===== config.mk =====
export PLATFORM = sky130hd
export DESIGN_NAME = instruction_fetch_flat
export DESIGN_NICKNAME = d
export VERILOG_FILES = /design/src/rtl/instruction_fetch_pkg.sv /design/src/rtl/instruction_fetch_if.sv /design/src/rtl/instruction_fetch_if_id_reg.sv /design/src/rtl/instruction_fetch.sv /design/src/flat_wrapper.sv
export SDC_FILE = /design/constraint.sdc
export NUM_CORES = 1
export LEC_CHECK = 0
export ABC_CLOCK_PERIOD_IN_PS = 4000
export BUFFER_PORTS_ARGS = -buffer_cell sky130_fd_sc_hd__buf_2
export CORE_ASPECT_RATIO = 0.6
export CORE_MARGIN = 10
export CORE_UTILIZATION = 37
export CTS_BUF_LIST = sky130_fd_sc_hd__clkbuf_4
export CTS_CLUSTER_DIAMETER = 50
export CTS_CLUSTER_SIZE = 24
export DETAILED_ROUTE_END_ITERATION = 10
export HOLD_SLACK_MARGIN = 0.1
export PLACE_DENSITY = 0.74
export SETUP_SLACK_MARGIN = 0.5
export SYNTH_ARGS = -nofsm -noshare
export SYNTH_HDL_FRONTEND = slang
export SYNTH_SLANG_ARGS = --single-unit

===== constraint.sdc =====
create_clock -name clk -period 4 [get_ports clk]
set_input_delay 0.2 -clock clk [delete_from_list [all_inputs] [get_ports clk]]
set_output_delay 0.2 -clock clk [all_outputs]
set_load 0.1 [all_outputs]

===== src/rtl/instruction_fetch_pkg.sv =====
// Shared definitions for the fetch stage: FSM encoding, NOP word and default geometry.
// Optional build macro used by the fetch stage: FETCH_DELAY_SLOT_EN.
package instruction_fetch_pkg;

  typedef enum logic {
    RUN  = 1'b0,
    HALT = 1'b1
  } fetch_state_t;

  localparam logic [31:0] NOP_WORD           = 32'h0000_0000;
  localparam logic [31:0] DEFAULT_RESET_PC   = 32'h0000_0000;
  localparam int          DEFAULT_IMEM_WORDS = 128;

  // Fetch addresses are always word aligned; the low two target bits are dropped.
  function automatic logic [31:0] word_align(input logic [31:0] addr);
    return addr & ~32'd3;
  endfunction

endpackage


===== src/rtl/instruction_fetch_if.sv =====
// Fetch-stage bus: decode-side controls, instruction memory port and IF/ID outputs.
interface instruction_fetch_if;

  logic        stall;
  logic        redirect;
  logic [31:0] redirect_pc;
  logic [31:0] imem_addr;
  logic [31:0] imem_instr;
  logic [31:0] if_id_instr;
  logic [31:0] if_id_pc_plus4;
  logic        if_id_valid;
  logic        halted;
  logic [31:0] fetch_count;

  modport master (
    input  stall, redirect, redirect_pc, imem_instr,
    output imem_addr, if_id_instr, if_id_pc_plus4, if_id_valid, halted, fetch_count
  );

  modport slave (
    output stall, redirect, redirect_pc, imem_instr,
    input  imem_addr, if_id_instr, if_id_pc_plus4, if_id_valid, halted, fetch_count
  );

endinterface


===== src/rtl/instruction_fetch_if_id_reg.sv =====
// IF/ID pipeline register: load a new fetch, hold on stall, or insert a bubble.
module instruction_fetch_if_id_reg
  import instruction_fetch_pkg::*;
(
  input  logic        clk,
  input  logic        reset,
  input  logic        load,
  input  logic        bubble,
  input  logic [31:0] instr_in,
  input  logic [31:0] pc_plus4_in,
  output logic [31:0] instr,
  output logic [31:0] pc_plus4,
  output logic        valid
);

  logic [31:0] instr_reg;
  logic [31:0] pc_plus4_reg;
  logic        valid_reg;

  // Bubble wins over load; neither asserted means hold.
  always_ff @(posedge clk) begin
    if (reset || bubble) begin
      instr_reg    <= NOP_WORD;
      pc_plus4_reg <= 32'd0;
      valid_reg    <= 1'b0;
    end else if (load) begin
      instr_reg    <= instr_in;
      pc_plus4_reg <= pc_plus4_in;
      valid_reg    <= 1'b1;
    end
  end

  assign instr    = instr_reg;
  assign pc_plus4 = pc_plus4_reg;
  assign valid    = valid_reg;

endmodule


===== src/rtl/instruction_fetch.sv =====
// PC register and RUN/HALT fetch FSM driving instruction memory and the IF/ID register.
// Build macro FETCH_DELAY_SLOT_EN keeps the in-flight fetch on redirect instead of squashing it.
module instruction_fetch
  import instruction_fetch_pkg::*;
#(
  parameter logic [31:0] RESET_PC   = DEFAULT_RESET_PC,
  parameter int          IMEM_WORDS = DEFAULT_IMEM_WORDS
) (
  input  logic                clk,
  input  logic                reset,
  instruction_fetch_if.master bus
);

  localparam logic [31:0] PC_LIMIT = 32'(IMEM_WORDS * 4);

  fetch_state_t state_reg, state_next;
  logic [31:0]  pc_reg, pc_next;
  logic [31:0]  count_reg, count_next;
  logic [31:0]  pc_plus4;
  logic [31:0]  target;
  logic         pc_in_range;
  logic         target_in_range;
  logic         ifid_load;
  logic         ifid_bubble;

  assign pc_plus4        = pc_reg + 32'd4;
  assign target          = word_align(bus.redirect_pc);
  assign pc_in_range     = (pc_reg < PC_LIMIT);
  assign target_in_range = (target < PC_LIMIT);

  always_ff @(posedge clk) begin
    if (reset) begin
      state_reg <= RUN;
      pc_reg    <= RESET_PC;
      count_reg <= 32'd0;
    end else begin
      state_reg <= state_next;
      pc_reg    <= pc_next;
      count_reg <= count_next;
    end
  end

  always_comb begin
    state_next  = state_reg;
    pc_next     = pc_reg;
    count_next  = count_reg;
    ifid_load   = 1'b0;
    ifid_bubble = 1'b0;
    case (state_reg)
      RUN: begin
        if (bus.redirect) begin
          pc_next = target;
`ifdef FETCH_DELAY_SLOT_EN
          // The delay-slot word is kept unless it is off the end of memory.
          if (!pc_in_range) begin
            ifid_bubble = 1'b1;
          end else if (!bus.stall) begin
            ifid_load  = 1'b1;
            count_next = count_reg + 32'd1;
          end
`else
          ifid_bubble = 1'b1;
`endif
        end else if (!pc_in_range) begin
          // Running off the end halts even while decode is stalling.
          state_next  = HALT;
          ifid_bubble = 1'b1;
        end else if (!bus.stall) begin
          pc_next    = pc_plus4;
          ifid_load  = 1'b1;
          count_next = count_reg + 32'd1;
        end
      end
      HALT: begin
        ifid_bubble = 1'b1;
        if (bus.redirect && target_in_range) begin
          state_next = RUN;
          pc_next    = target;
        end
      end
      default: begin
        state_next  = RUN;
        ifid_bubble = 1'b1;
      end
    endcase
  end

  instruction_fetch_if_id_reg u_if_id_reg (
    .clk        (clk),
    .reset      (reset),
    .load       (ifid_load),
    .bubble     (ifid_bubble),
    .instr_in   (bus.imem_instr),
    .pc_plus4_in(pc_plus4),
    .instr      (bus.if_id_instr),
    .pc_plus4   (bus.if_id_pc_plus4),
    .valid      (bus.if_id_valid)
  );

  assign bus.imem_addr   = pc_reg;
  assign bus.halted      = (state_reg == HALT);
  assign bus.fetch_count = count_reg;

endmodule


===== src/flat_wrapper.sv =====
// flat-port wrapper written by rule: the top's interface ports become plain ports
module instruction_fetch_flat import instruction_fetch_pkg::*;
#(
  parameter logic [31:0] RESET_PC   = DEFAULT_RESET_PC,
  parameter int          IMEM_WORDS = DEFAULT_IMEM_WORDS
)
  (clk, reset, bus_stall, bus_redirect, bus_redirect_pc, bus_imem_instr, bus_imem_addr, bus_if_id_instr, bus_if_id_pc_plus4, bus_if_id_valid, bus_halted, bus_fetch_count);
  instruction_fetch_if bus_i ();
  input  logic clk;
  input  logic reset;
  input wire logic [$bits(bus_i.stall)-1:0] bus_stall;
  input wire logic [$bits(bus_i.redirect)-1:0] bus_redirect;
  input wire logic [$bits(bus_i.redirect_pc)-1:0] bus_redirect_pc;
  input wire logic [$bits(bus_i.imem_instr)-1:0] bus_imem_instr;
  output wire logic [$bits(bus_i.imem_addr)-1:0] bus_imem_addr;
  output wire logic [$bits(bus_i.if_id_instr)-1:0] bus_if_id_instr;
  output wire logic [$bits(bus_i.if_id_pc_plus4)-1:0] bus_if_id_pc_plus4;
  output wire logic [$bits(bus_i.if_id_valid)-1:0] bus_if_id_valid;
  output wire logic [$bits(bus_i.halted)-1:0] bus_halted;
  output wire logic [$bits(bus_i.fetch_count)-1:0] bus_fetch_count;
  assign bus_i.stall = bus_stall;
  assign bus_i.redirect = bus_redirect;
  assign bus_i.redirect_pc = bus_redirect_pc;
  assign bus_i.imem_instr = bus_imem_instr;
  assign bus_imem_addr = bus_i.imem_addr;
  assign bus_if_id_instr = bus_i.if_id_instr;
  assign bus_if_id_pc_plus4 = bus_i.if_id_pc_plus4;
  assign bus_if_id_valid = bus_i.if_id_valid;
  assign bus_halted = bus_i.halted;
  assign bus_fetch_count = bus_i.fetch_count;
  instruction_fetch #(.RESET_PC(RESET_PC), .IMEM_WORDS(IMEM_WORDS)) u_core (.clk(clk), .reset(reset), .bus(bus_i));
endmodule

* Yosys cells after proc, flatten, opt, wreduce, memory -nomap -nowiden *
Cells that the tools add are included.

cells by class
  $lt $le $gt $ge = 2
  muxes and demuxes = 15
  bitwise operators = 3
  eq/ne operators = 3
  reduce and logical (&&, ||, !) cells = 4
  $add $sub $neg = 2

operators by type and width
  operator                                               count
  2-to-1 mux 32 bit                                      4
  < comparator 32 x 10 -> 1 bit (second input constant)  2
  one-hot mux 32 bit (2 select lines)                    1
  adder 32 x 1 -> 32 bit (second input constant)         1
  adder 32 x 3 -> 32 bit (second input constant)         1
  2-to-1 mux 1 bit                                       8
  one-hot mux 1 bit (2 select lines)                     2
  AND reduction 4 bit                                    1
  != test 3 x 2 -> 1 bit (second input constant)         1
  != test 3 bit (second input constant)                  1
  NOT 1 bit                                              3
  AND reduction 3 bit                                    1
  != test 2 bit (second input constant)                  1
  logical AND 1 bit                                      1
  logical OR 1 bit                                       1

word-level totals
  output and inout port bits = 130
  flip-flop bits (word level) = 130
  input port bits = 68
  word-level logic and storage cells = 35

* Logic depth before layout (Yosys ltp) *
Gate-level depths: netlist (run 1).

  word-level depth = 5
  gate-level depth with buffers = 8

* By module *
From an unflattened synthesis (run 1), not the netlist that was laid out.

unflattened totals
  cell total of the unflattened synthesis = 656
  area total of the unflattened synthesis = 5805.6 um^2

modules (own cells, without submodules)
  module                       cells each  sequential area each (um^2)  times used  area each (um^2)
  instruction_fetch            446         1261.2                       1           3465.8
  instruction_fetch_if_id_reg  210         1301.2                       1           2339.7

* Least setup slack after synthesis (run 1) *
OpenSTA, ideal clock, no wires.

  path kind = reg2reg
  start = register u_core.count_reg[2] (netlist: u_core.bus.fetch_count[2])
  end = register u_core.count_reg[31] (netlist: u_core.bus.fetch_count[31])
  data required time = 3.879 ns
  setup slack = 1.308 ns
  path buffers = 1
  arrival = 2.571 ns
  cell stages (with the launch flop) = 7
  cell sequence = dfxtp_1 and4_1 and3_1 nand4_1 clkbuf_1 nor4_1 mux2_2

between the ends
  cells in the longest elaborated chain, start to end = 1

RTL lines
  item                      line                     text
  start: declaration        instruction_fetch.sv:18  logic [31:0] count_reg, count_next;
  start signal: assignment  instruction_fetch.sv:39  count_reg <= count_next;
  adder 32 x 1 -> 32 bit    instruction_fetch.sv:71  count_next = count_reg + 32'd1;

No other way between the ends.
A chain may end at the register's enable or synchronous reset.

* Worst setup path after layout (run 1) *
  start = register u_core.pc_reg[9] (netlist: u_core.bus.imem_addr[9])
  end = register u_core.pc_reg[2] (netlist: u_core.bus.imem_addr[2])

between the ends
  cells in the longest elaborated chain, start to end = 3

RTL lines
  item                                     line                     text
  start: declaration                       instruction_fetch.sv:17  logic [31:0] pc_reg, pc_next;
  start signal: assignment                 instruction_fetch.sv:38  pc_reg <= pc_next;
  < comparator 32 x 10 -> 1 bit            instruction_fetch.sv:28  assign pc_in_range = (pc_reg < PC_LIMIT);
  != test 3 x 2 -> 1 bit (no source line)  n/a
  AND reduction 3 bit (no source line)     n/a

No other way between the ends.

==> results.md, run 1 <==
* Nets at 902
* GPL Wtd Cong at 0.805
* Post-Synthesis Cell Area at 5380 µm²
* I/O pin count at 198
* Clk_skew at 0.0264 ns
* Initial Util at 0.374
* Synth Instances at 595
* RSZ-0062 raised after global routing: false
* Leak at 3.26 nW
* Clock power share at 0.323
* Sw frac at 0.354
* Outcome: finished, final reports clean
* Core Rows at 34
* Setup crit start kind: register
* Slew Limit Fails at 0
* Max-Cap Viols at 0
* GRT overflow at 0
* Vias per inst at 5.19
* Worst slew margin at 0.441
* Die height at 113 µm
* First-pass GRT wire length at 29.8 mm
* Yosys warning total at 0
* Non-Filler Instances at 1043
* # DRC at 0
* Placed Instances at 949
* Diodes inserted at 0
* Fin crit period at 2.95 ns
* Yosys reg bits at 126
* Largest net degree at the start of global routing at 64
* CTS root buf: clkbuf_4
* WL/cell at 18.0 µm
* FFs w/ async S/R, synth at 0
* Multi-input logic area at 2630 µm²
* Dpl cell area at 6440 µm²
* Synth cell types at 49
* DRT Pass-1 Iters at 5
* Filler cells at 1353
* Logic pwr share at 0.208
* DR iter-0 viols at 446
* CP Class: reg -> reg
* Switching power at 1.01 mW
* IO Port Bufs at 191
* Final HPWL DP at 13.2 mm
* Post-CTS setup buffer count at 0
* Final wirelength at 18.8 mm
* Vias in the first global route at 5376
* Initial antenna violation count at 0
* Hold_buf cts at 62
* Fmax achieved at 339 MHz
* Final setup viols at 0
* Fin Setup TNS at 0 ns
* Syn Area/Cell at 9.05 µm²
* Overall global routing resource usage at 0.184
* Number of flops mapped to enable cells by yosys at 0
* Clk sink count at 126
* PostCTS Resize Cnt at 0
* CTS buffer count at 17
* Seq/Total Area, Yosys at 0.469
* Final-report hold violation count at 0
* Hold_ws at 0.175 ns
* Final period util at 0.738
* Core area at 14400 µm²
* Skew-Pair Late Insertion Delay at 0.51 ns
* Share of the core filled with cells at 0.512
* Critical Path RT at 4.46 ns
* Die X-Extent at 176 µm
* Area growth, synth to finish at 36.7%
* FF/Latch Area at 2520 µm²
* H-tree Lvls at 4
* Layout cells sized above 1 at 0.288
* Clock Tree Buf Depth at 2
* Power Internal at 1.84 mW
* CP Max Fanout at 24
* Worst Setup End Kind: register
* Post-route cell area at 7360 µm²
* P per Cell Area at 387 nW/µm²
* Worst Max-Slew Pin Slew at 0.838 ns
* Register share of total power at 0.468
* Routed via count at 5418
* Max VDD drop at 0.184 mV
* Worst hold path class: in -> reg
* CTS tree: yes
* Die Footprint at 19900 µm²
* Synth Flop Type: dfxtp_1
* Post-route ant nets at 0
* Worst-path clk slew at 0.12 ns
* Arrival @ worst endpoint at 3.41 ns
[critical path, stage by stage, from the launching register on]
cell and delay [ns]:
dfxtp_1 0.41, nor4_1 0.41, and4_1 0.25, buf_4 0.26, a41oi_4 0.36, or4_1 0.51, a31oi_1 0.16, dlygate4sd3_1 0.55
[power by group through the flow]
stage	registers (mW)	logic [mW]	clock network (mW)
floorplan	1.57	0.204	0
global placement	1.36	0.537	0
detailed placement	1.36	0.540	0
CTS	1.33	0.590	0.951
global route	1.34	0.627	1.01
finish	1.33	0.593	0.921
[layout make-up]
cell class / instances / share of cell area
Tap cell: 198 / 0.0337
Inverter: 9 / 0.00459
Timing Repair Buffer: 261 / 0.222
Sequential cell: 126 / 0.343
Multi-Input combinational cell: 417 / 0.357
Clock buffer: 18 / 0.0184
Clock inverter: 14 / 0.0214
[layer usage]
| metal | GRT usage | share of wire | up-vias |
|---|---|---|---|
| li1 | - | - | 2646 |
| met3 | 0.0927 | 0.11 | 25 |
| met2 | 0.263 | 0.41 | 240 |
| met1 | 0.239 | 0.46 | 2507 |
| met4 | 0.0489 | 0.014 | 0 |
| met5 | 0 | 0 | - |
[stage by stage]
| stage | power, mW | worst slack (ns) |
|---|---|---|
| 2_1_floorplan | 1.78 | 1.31 |
| 3_3_place_gp | 1.89 | 1.31 |
| 3_5_place_dp | 1.90 | 1.33 |
| 4_1_cts | 2.87 | 1.03 |
| 5_1_grt | 2.97 | 0.845 |
| 6_report | 2.85 | 1.05 |
[placed cells by master (no fill, tap or decap), types with 3 or more instances in the layout]
master           n
a211oi_1         5
clkinv_4         4
nand2_1         29
or4_1           10
clkbuf_4        18
nor2_1          67
nand2b_1         3
a22oi_1          3
xor2_1          12
o31ai_1         11
or3_1           13
buf_2          191
buf_4            8
o32ai_1         14
nor4_1          14
conb_1           4
nor3b_1          3
dlygate4sd3_1   62
a21oi_1         51
and3_1          27
xnor2_1          4
o21ai_0         25
and2_1           7
nor3_1           5
nand4_1         15
nand3_1         25
inv_1            9
nor4b_1          3
mux2i_1         33
dfxtp_1        126
and4_1           7
inv_6            5
[cells in the mapped netlist (4+ instances only)]
cell type  count  area [µm²]
a211oi_1       5        37.5
a21oi_1       51         255
and2_1         7        43.8
and3_1        27         169
and4_1         7        61.3
buf_2          6        30.0
buf_4          6        45.0
clkbuf_1      30         113
dfxtp_1      126        2520
inv_1          9        33.8
mux2i_1       33         330
nand2_1       29         109
nand3_1       25         125
nand4_1       15        93.8
nor2_1        67         251
nor3_1         6        30.0
nor4_1        14        87.6
o21ai_0       25         125
o31ai_1       11        82.6
o32ai_1       14         123
or3_1         13        81.3
or4_1         10        75.1
xnor2_1        4        35.0
xor2_1        12         105
[final timing paths]
| check | slack, ns | endpoint | from | depth (start not counted) |
|---|---|---|---|---|
| worst max register to register | 1.05 | u_core.bus.imem_addr[2] | u_core.bus.imem_addr[9] | 7 |
| worst max-delay path | 1.05 | u_core.bus.imem_addr[2] | u_core.bus.imem_addr[9] | 7 |
| worst min-delay path | 0.17 | u_core.bus.imem_addr[3] | bus_redirect_pc[3] | 4 |
| worst min register to register | 0.48 | u_core.u_if_id_reg.valid | u_core.u_if_id_reg.valid | 1 |
[cell families (layout without fill, tap and decap cells)]
kind of cell             Yosys count  in the layout  share of synthesized area
buffers and inverters             55            302                     0.0469
adder cells (fa/ha/maj)            2              2                    0.00465
AO/OA/AOI/OAI                    120            120                      0.142
AND/OR/NAND/NOR                  241            241                      0.248
flip-flops                       126            126                      0.469
XOR/XNOR                          16             16                     0.0260
other                              1              4                   0.000697
multiplexers                      34             34                     0.0634
No activity file was read; power rests on OpenSTA's default activity.
==> run 2: changes to the inputs <==
ABC_CLOCK_PERIOD_IN_PS = 2700   (was 4000)
PLACE_DENSITY = 0.76   (was 0.74)
clock period = 2.7 ns   (was 4 ns; I/O delays follow)
==> run 2 against run 1 <==
Net effect: clock skew fell by 0.0077 ns; combinational power grew 54%; non-clock buffer count rose by 16; highest routed layer unchanged; core utilization grew 2.0 points; total power rose by 53%; sequential share of layout area decreased by 0.074 points; design area is 3.9% higher.
==> results.md, run 2 (synthesis results as in run 1) <==
* Most common cell after layout, fill and taps aside: buf_2
* Core Rows at 34 (unchanged)
* CTS root buf: clkbuf_4
* Routed via count at 5528 (+2.0%)
* I/O pin count at 198 (unchanged)
* Area growth, synth to finish at 42.1%
* Worst slew margin at 0.471 (+0.0297)
* Vias in the first global route at 5265 (-2.1%)
* Leak at 3.41 nW (+4.5%)
* Hold depth at 4 (unchanged)
* Slew Limit Fails at 0 (unchanged)
* GPL Wtd Cong at 0.886 (+10%)
* Fmax achieved at 463 MHz
* Final period util at 0.799
* GRT overflow at 0 (unchanged)
* Max VDD drop at 0.300 mV (+64%)
* Fin Setup TNS at 0 ns (unchanged)
* DRT Pass-1 Iters at 5 (unchanged)
* Hold_ws at 0.177 ns (+0.00238 ns)
* Worst hold path class: in -> reg
* # DRC at 0 (unchanged)
* Clk_skew at 0.0187 ns (-0.00767 ns)
* Clock Tree Buf Depth at 2 (unchanged)
* Core area at 14400 µm² (unchanged)
* CTS buffer count at 17 (unchanged)
* Largest net degree at the start of global routing at 64 (unchanged)
* IO Port Bufs at 191 (unchanged)
* RSZ-0062 raised after global routing: true
* WL/cell at 16.8 µm (-6.6%)
* Most frequent cells in the layout: buf_2 (191), dfxtp_1 (73), nor2_1 (67), dlygate4sd3_1 (64), a21oi_1 (51)
* Final-report hold violation count at 0 (unchanged)
* Worst Max-Slew Pin Slew at 0.794 ns (-0.0446 ns)
* Skew-Pair Late Insertion Delay at 0.49 ns (-0.02 ns)
* Layout cells sized above 1 at 0.367 (+0.0794)
* Non-Filler Instances at 1060 (+1.6%)
* Max-Cap Viols at 0 (unchanged)
* H-tree Lvls at 4 (unchanged)
* Initial antenna violation count at 1 (+1)
* Die Footprint at 19900 µm² (unchanged)
* Post-route ant nets at 0 (unchanged)
* Initial Util at 0.374 (unchanged)
* Final HPWL DP at 12.2 mm (-7.9%)
* Outcome: finished, final reports clean
* Share of the core filled with cells at 0.532 (+0.0202)
* P per Cell Area at 571 nW/µm² (+48%)
* CP Max Fanout at 11 (-54%)
* Placed Instances at 959 (+1.1%)
* Vias per inst at 5.22 (+0.39%)
* Worst-path clk slew at 0.11 ns (about the same)
* Worst Setup End Kind: register
* Clk sink count at 126 (unchanged)
* Overall global routing resource usage at 0.173 (-0.0108)
* CTS tree: yes
* Critical Path RT at 3.06 ns (-1.40 ns)
* Final wirelength at 17.9 mm (-5.1%)
* DR iter-0 viols at 456 (+2.2%)
* Arrival @ worst endpoint at 2.52 ns (-0.89 ns)
* Die height at 113 µm (unchanged)
* Worst R2R Path Depth at 6 (-1)
* Setup crit start kind: input pin
* Nets at 918 (+1.8%)
* First-pass GRT wire length at 28.1 mm (-5.7%)
* Fin crit period at 2.16 ns
* Die X-Extent at 176 µm (unchanged)
* Final setup viols at 0 (unchanged)
* CP Class: in -> reg
run 2: layout make-up:
class	count	area [µm²]
fill	1351	6730
multi-input combinational	417	2660
sequential	126	2620
timing repair buffer	277	1770
tap	198	248
clock inverter	15	195
clock buffer	17	128
inverter	9	33.8
antenna	1	2.50
run 2: metal layers:
| layer | track usage | part of all wire | vias to the layer above |
|---|---|---|---|
| met5 | 0 | 0 | - |
| met4 | 0.0422 | 0.0082 | 0 |
| met3 | 0.0716 | 0.11 | 19 |
| met2 | 0.272 | 0.45 | 247 |
| met1 | 0.216 | 0.44 | 2573 |
| li1 | - | - | 2689 |
run 2: worst paths after layout:
kind	from	end	slack, ns
hold reg to reg	u_core.u_if_id_reg.valid	u_core.u_if_id_reg.valid	0.47
setup reg to reg	u_core.bus.imem_addr[25]	u_core.bus.imem_addr[3]	0.59
setup / recovery	bus_redirect_pc[30]	u_core.bus.imem_addr[3]	0.54
hold / removal	bus_stall	u_core.u_if_id_reg.pc_plus4[8]	0.18
run 2: critical path, cell delays in order:
cell and delay, ns:
dlygate4sd3_1 0.54, buf_2 0.14, nor4b_1 0.35, buf_4 0.20, nand4_1 0.18, o21a_1 0.28
buf_4 0.19, a2111oi_0 0.42, a211oi_1 0.09
run 2: power breakdown:
| part | switching, mW | internal (mW) |
|---|---|---|
| logic | 0.639 | 0.275 |
| clock network | 0.743 | 0.734 |
| registers | 0.0714 | 1.91 |
run 2: per-stage QoR:
stage | cell area, µm² | power (mW) | setup WS (ns)
finish | 7650 | 4.37 | 0.542
floorplan | 5490 | 2.64 | 0.493
global route | 7650 | 4.56 | 0.489
detailed placement | 6610 | 2.82 | 0.340
CTS | 7600 | 4.38 | 0.519
global placement | 6610 | 2.81 | 0.422
run 2: timing repair:
action / CTS / global route
hold buffers: 64 / 0
resized for setup: 6 / 5
hold endpoints to repair: 63 / 0
pin swaps: 1 / 4
setup endpoints to repair: 34 / 34
setup buffers: 1 / 3
==> run 3: changes to the inputs <==
ABC_CLOCK_PERIOD_IN_PS = 1850   (was 2700)
clock period = 1.85 ns   (was 2.7 ns; I/O delays follow)
==> run 3 against run 2 <==
Net effect: sequential power increased by 44%; hold slack lost 0.023 ns; global-route usage is 4.2 points higher; sequential cell count stayed put; via count up 16%; the flow now finishes with violations (setup timing); clock power rose by 55%; design area is 33% higher; register-to-register slack got worse by 0.95 ns; final cell count grew 7.8%; count of clock-buffer cells in the layout unchanged.
==> results.md, run 3 (synthesis results as in run 1) <==
* Outcome: finished, violations left
* Failing checks: setup timing
* Nets at 1001 (+9.0%)
* Hold_ws at 0.154 ns (-0.0227 ns)
* CP top delay family: simple AND/OR/NAND/NOR gates
* Worst Setup End Kind: register
* CP Max Fanout at 8 (-3)
* Final period util at 1.19
* GPL Wtd Cong at 0.944 (+6.5%)
* Core area at 14400 µm² (unchanged)
* Largest net degree at the start of global routing at 64 (unchanged)
* Fin crit period at 2.21 ns
* Crit path buffers/inverters at 1 (-3)
* Clock Tree Buf Depth at 2 (unchanged)
* CTS buffer count at 17 (unchanged)
* RSZ-0062 raised after global routing: true
* Slew Limit Fails at 0 (unchanged)
* GRT overflow at 0 (unchanged)
* Fin Setup TNS at -22.20 ns (-22.20 ns)
* Post-route cell area at 10200 µm² (+33%)
* Worst Max-Slew Pin Slew at 0.790 ns (-0.00370 ns)
* Core Rows at 34 (unchanged)
* PnR worst setup slack at -0.360 ns (-0.902 ns)
* Overall global routing resource usage at 0.215 (+0.0416)
* WL/cell at 22.1 µm (+31%)
* Worst-path cell chain: nor4_2, and4_4, a41oi_4, or2_4, buf_12, o32ai_2
* Non-Filler Instances at 1143 (+7.8%)
* Initial Util at 0.374 (unchanged)
* Die X-Extent at 176 µm (unchanged)
* Layout cells sized above 1 at 0.506 (+0.139)
* Area growth, synth to finish at 89.6%
* DR iter-0 viols at 557 (+22%)
* Setup crit start kind: register
* Final wirelength at 25.3 mm (+42%)
* Worst slew margin at 0.473 (+0.00246)
* Die height at 113 µm (unchanged)
* Clk sink count at 126 (unchanged)
* Share of the core filled with cells at 0.710 (+0.178)
* Skew-Pair Late Insertion Delay at 0.54 ns (+0.05 ns)
* Final-report hold violation count at 0 (unchanged)
* Max-Cap Viols at 0 (unchanged)
* Die Footprint at 19900 µm² (unchanged)
* P per Cell Area at 713 nW/µm² (+25%)
* CP max stage cell: nor4_2
* Leak at 4.16 nW (+22%)
* Overall power at 7.28 mW (+67%)
* CTS root buf: clkbuf_4
* # DRC at 0 (unchanged)
* IO Port Bufs at 191 (unchanged)
* Max VDD drop at 0.469 mV (+56%)
* Most common cell after layout, fill and taps aside: buf_6
* Max stage delay on crit path at 0.40 ns (-0.14 ns)
* H-tree Lvls at 4 (unchanged)
* Most frequent cells in the layout: buf_6 (104), buf_4 (73), nor2_1 (67)
* Final setup viols at 125 (+125)
* Clk_skew at 0.0452 ns (+0.0265 ns)
* Placed Instances at 1028 (+7.2%)
* First-pass GRT wire length at 34.8 mm (+24%)
* I/O pin count at 198 (unchanged)
* Post-route ant nets at 0 (unchanged)
* Routed via count at 6414 (+16%)
* Setup slack at placement at -0.356 ns (-0.696 ns)
* Initial antenna violation count at 0 (-1)
* Final HPWL DP at 13.8 mm (+14%)
* DRT Pass-1 Iters at 5 (unchanged)
* CTS tree: yes
* Worst hold path class: in -> reg
* Worst-path clk slew at 0.13 ns (+0.02 ns)
* Dpl cell area at 7450 µm² (+13%)
* Arrival @ worst endpoint at 2.62 ns (+0.10 ns)
* CP Class: reg -> reg
* Vias per inst at 5.61 (+7.6%)
* Fmax achieved at 453 MHz
* Critical Path RT at 2.26 ns (-0.80 ns)
* Vias in the first global route at 6240 (+19%)
==> run 3: cell count changes in the layout (fill, tap and decap cells not counted), moves of 28 or more <==
| cell | delta |
|---|---|
| dfxtp_2 | -28 |
| buf_12 | +38 |
| dfxtp_4 | +36 |
| buf_4 | +52 |
| buf_2 | -126 |
| buf_6 | +103 |
==> run 3: worst reg2reg max path: cells and delay by family (launching register included) <==
family / cells / cell delay (ns)
AOI/OAI and AO/OA: 2 / 0.44
buffers and inverters: 1 / 0.17
DFF: 1 / 0.38
and+or+nand+nor: 3 / 1.11
==> run 3: layer usage <==
metal | vias to the layer above | global-route usage | routed length [µm]
li1 | 2846 | - | -
met1 | 3070 | 0.267 | 10200
met4 | 0 | 0.0557 | 643
met3 | 64 | 0.0894 | 2520
met5 | - | 0 | 0
met2 | 434 | 0.338 | 11900
==> run 3: what timing repair did <==
item                                    CTS  global route
resized for setup                       257           198
endpoints found under the setup margin  252           232
endpoints found under the hold margin    65             0
pin swaps                                26            27
gates cloned                              0             2
setup buffers                             7             8
hold buffers                             65             0
==> run 3: worst paths after layout <==
kind / startpoint / to / slack, ns / cells past startpoint
setup / recovery: u_core.bus.imem_addr[27] / u_core.bus.imem_addr[16] / -0.36 / 6
hold / removal: bus_stall / u_core.u_if_id_reg.pc_plus4[9] / 0.15 / 4
setup reg to reg: u_core.bus.imem_addr[27] / u_core.bus.imem_addr[16] / -0.36 / 6
hold reg to reg: u_core.u_if_id_reg.valid / u_core.u_if_id_reg.valid / 0.49 / 1
==> run 3: cell type report <==
| class | instances | area [µm²] |
|---|---|---|
| Multi-Input combinational cell | 418 | 3200 |
| Antenna cell | 1 | 2.50 |
| Sequential cell | 126 | 2720 |
| Clock buffer | 17 | 128 |
| Timing Repair Buffer | 359 | 3670 |
| Tap cell | 198 | 248 |
| Clock inverter | 15 | 209 |
| Inverter | 9 | 33.8 |
| Fill cell | 958 | 4170 |
==> run 3: where the power goes <==
part	internal [mW]	total (mW)	switching (mW)	leakage, nW
logic	0.895	2.14	1.25	2.92
clock network	1.10	2.29	1.19	0.181
registers	2.76	2.85	0.0920	1.06
total	4.75	7.28	2.53	4.16
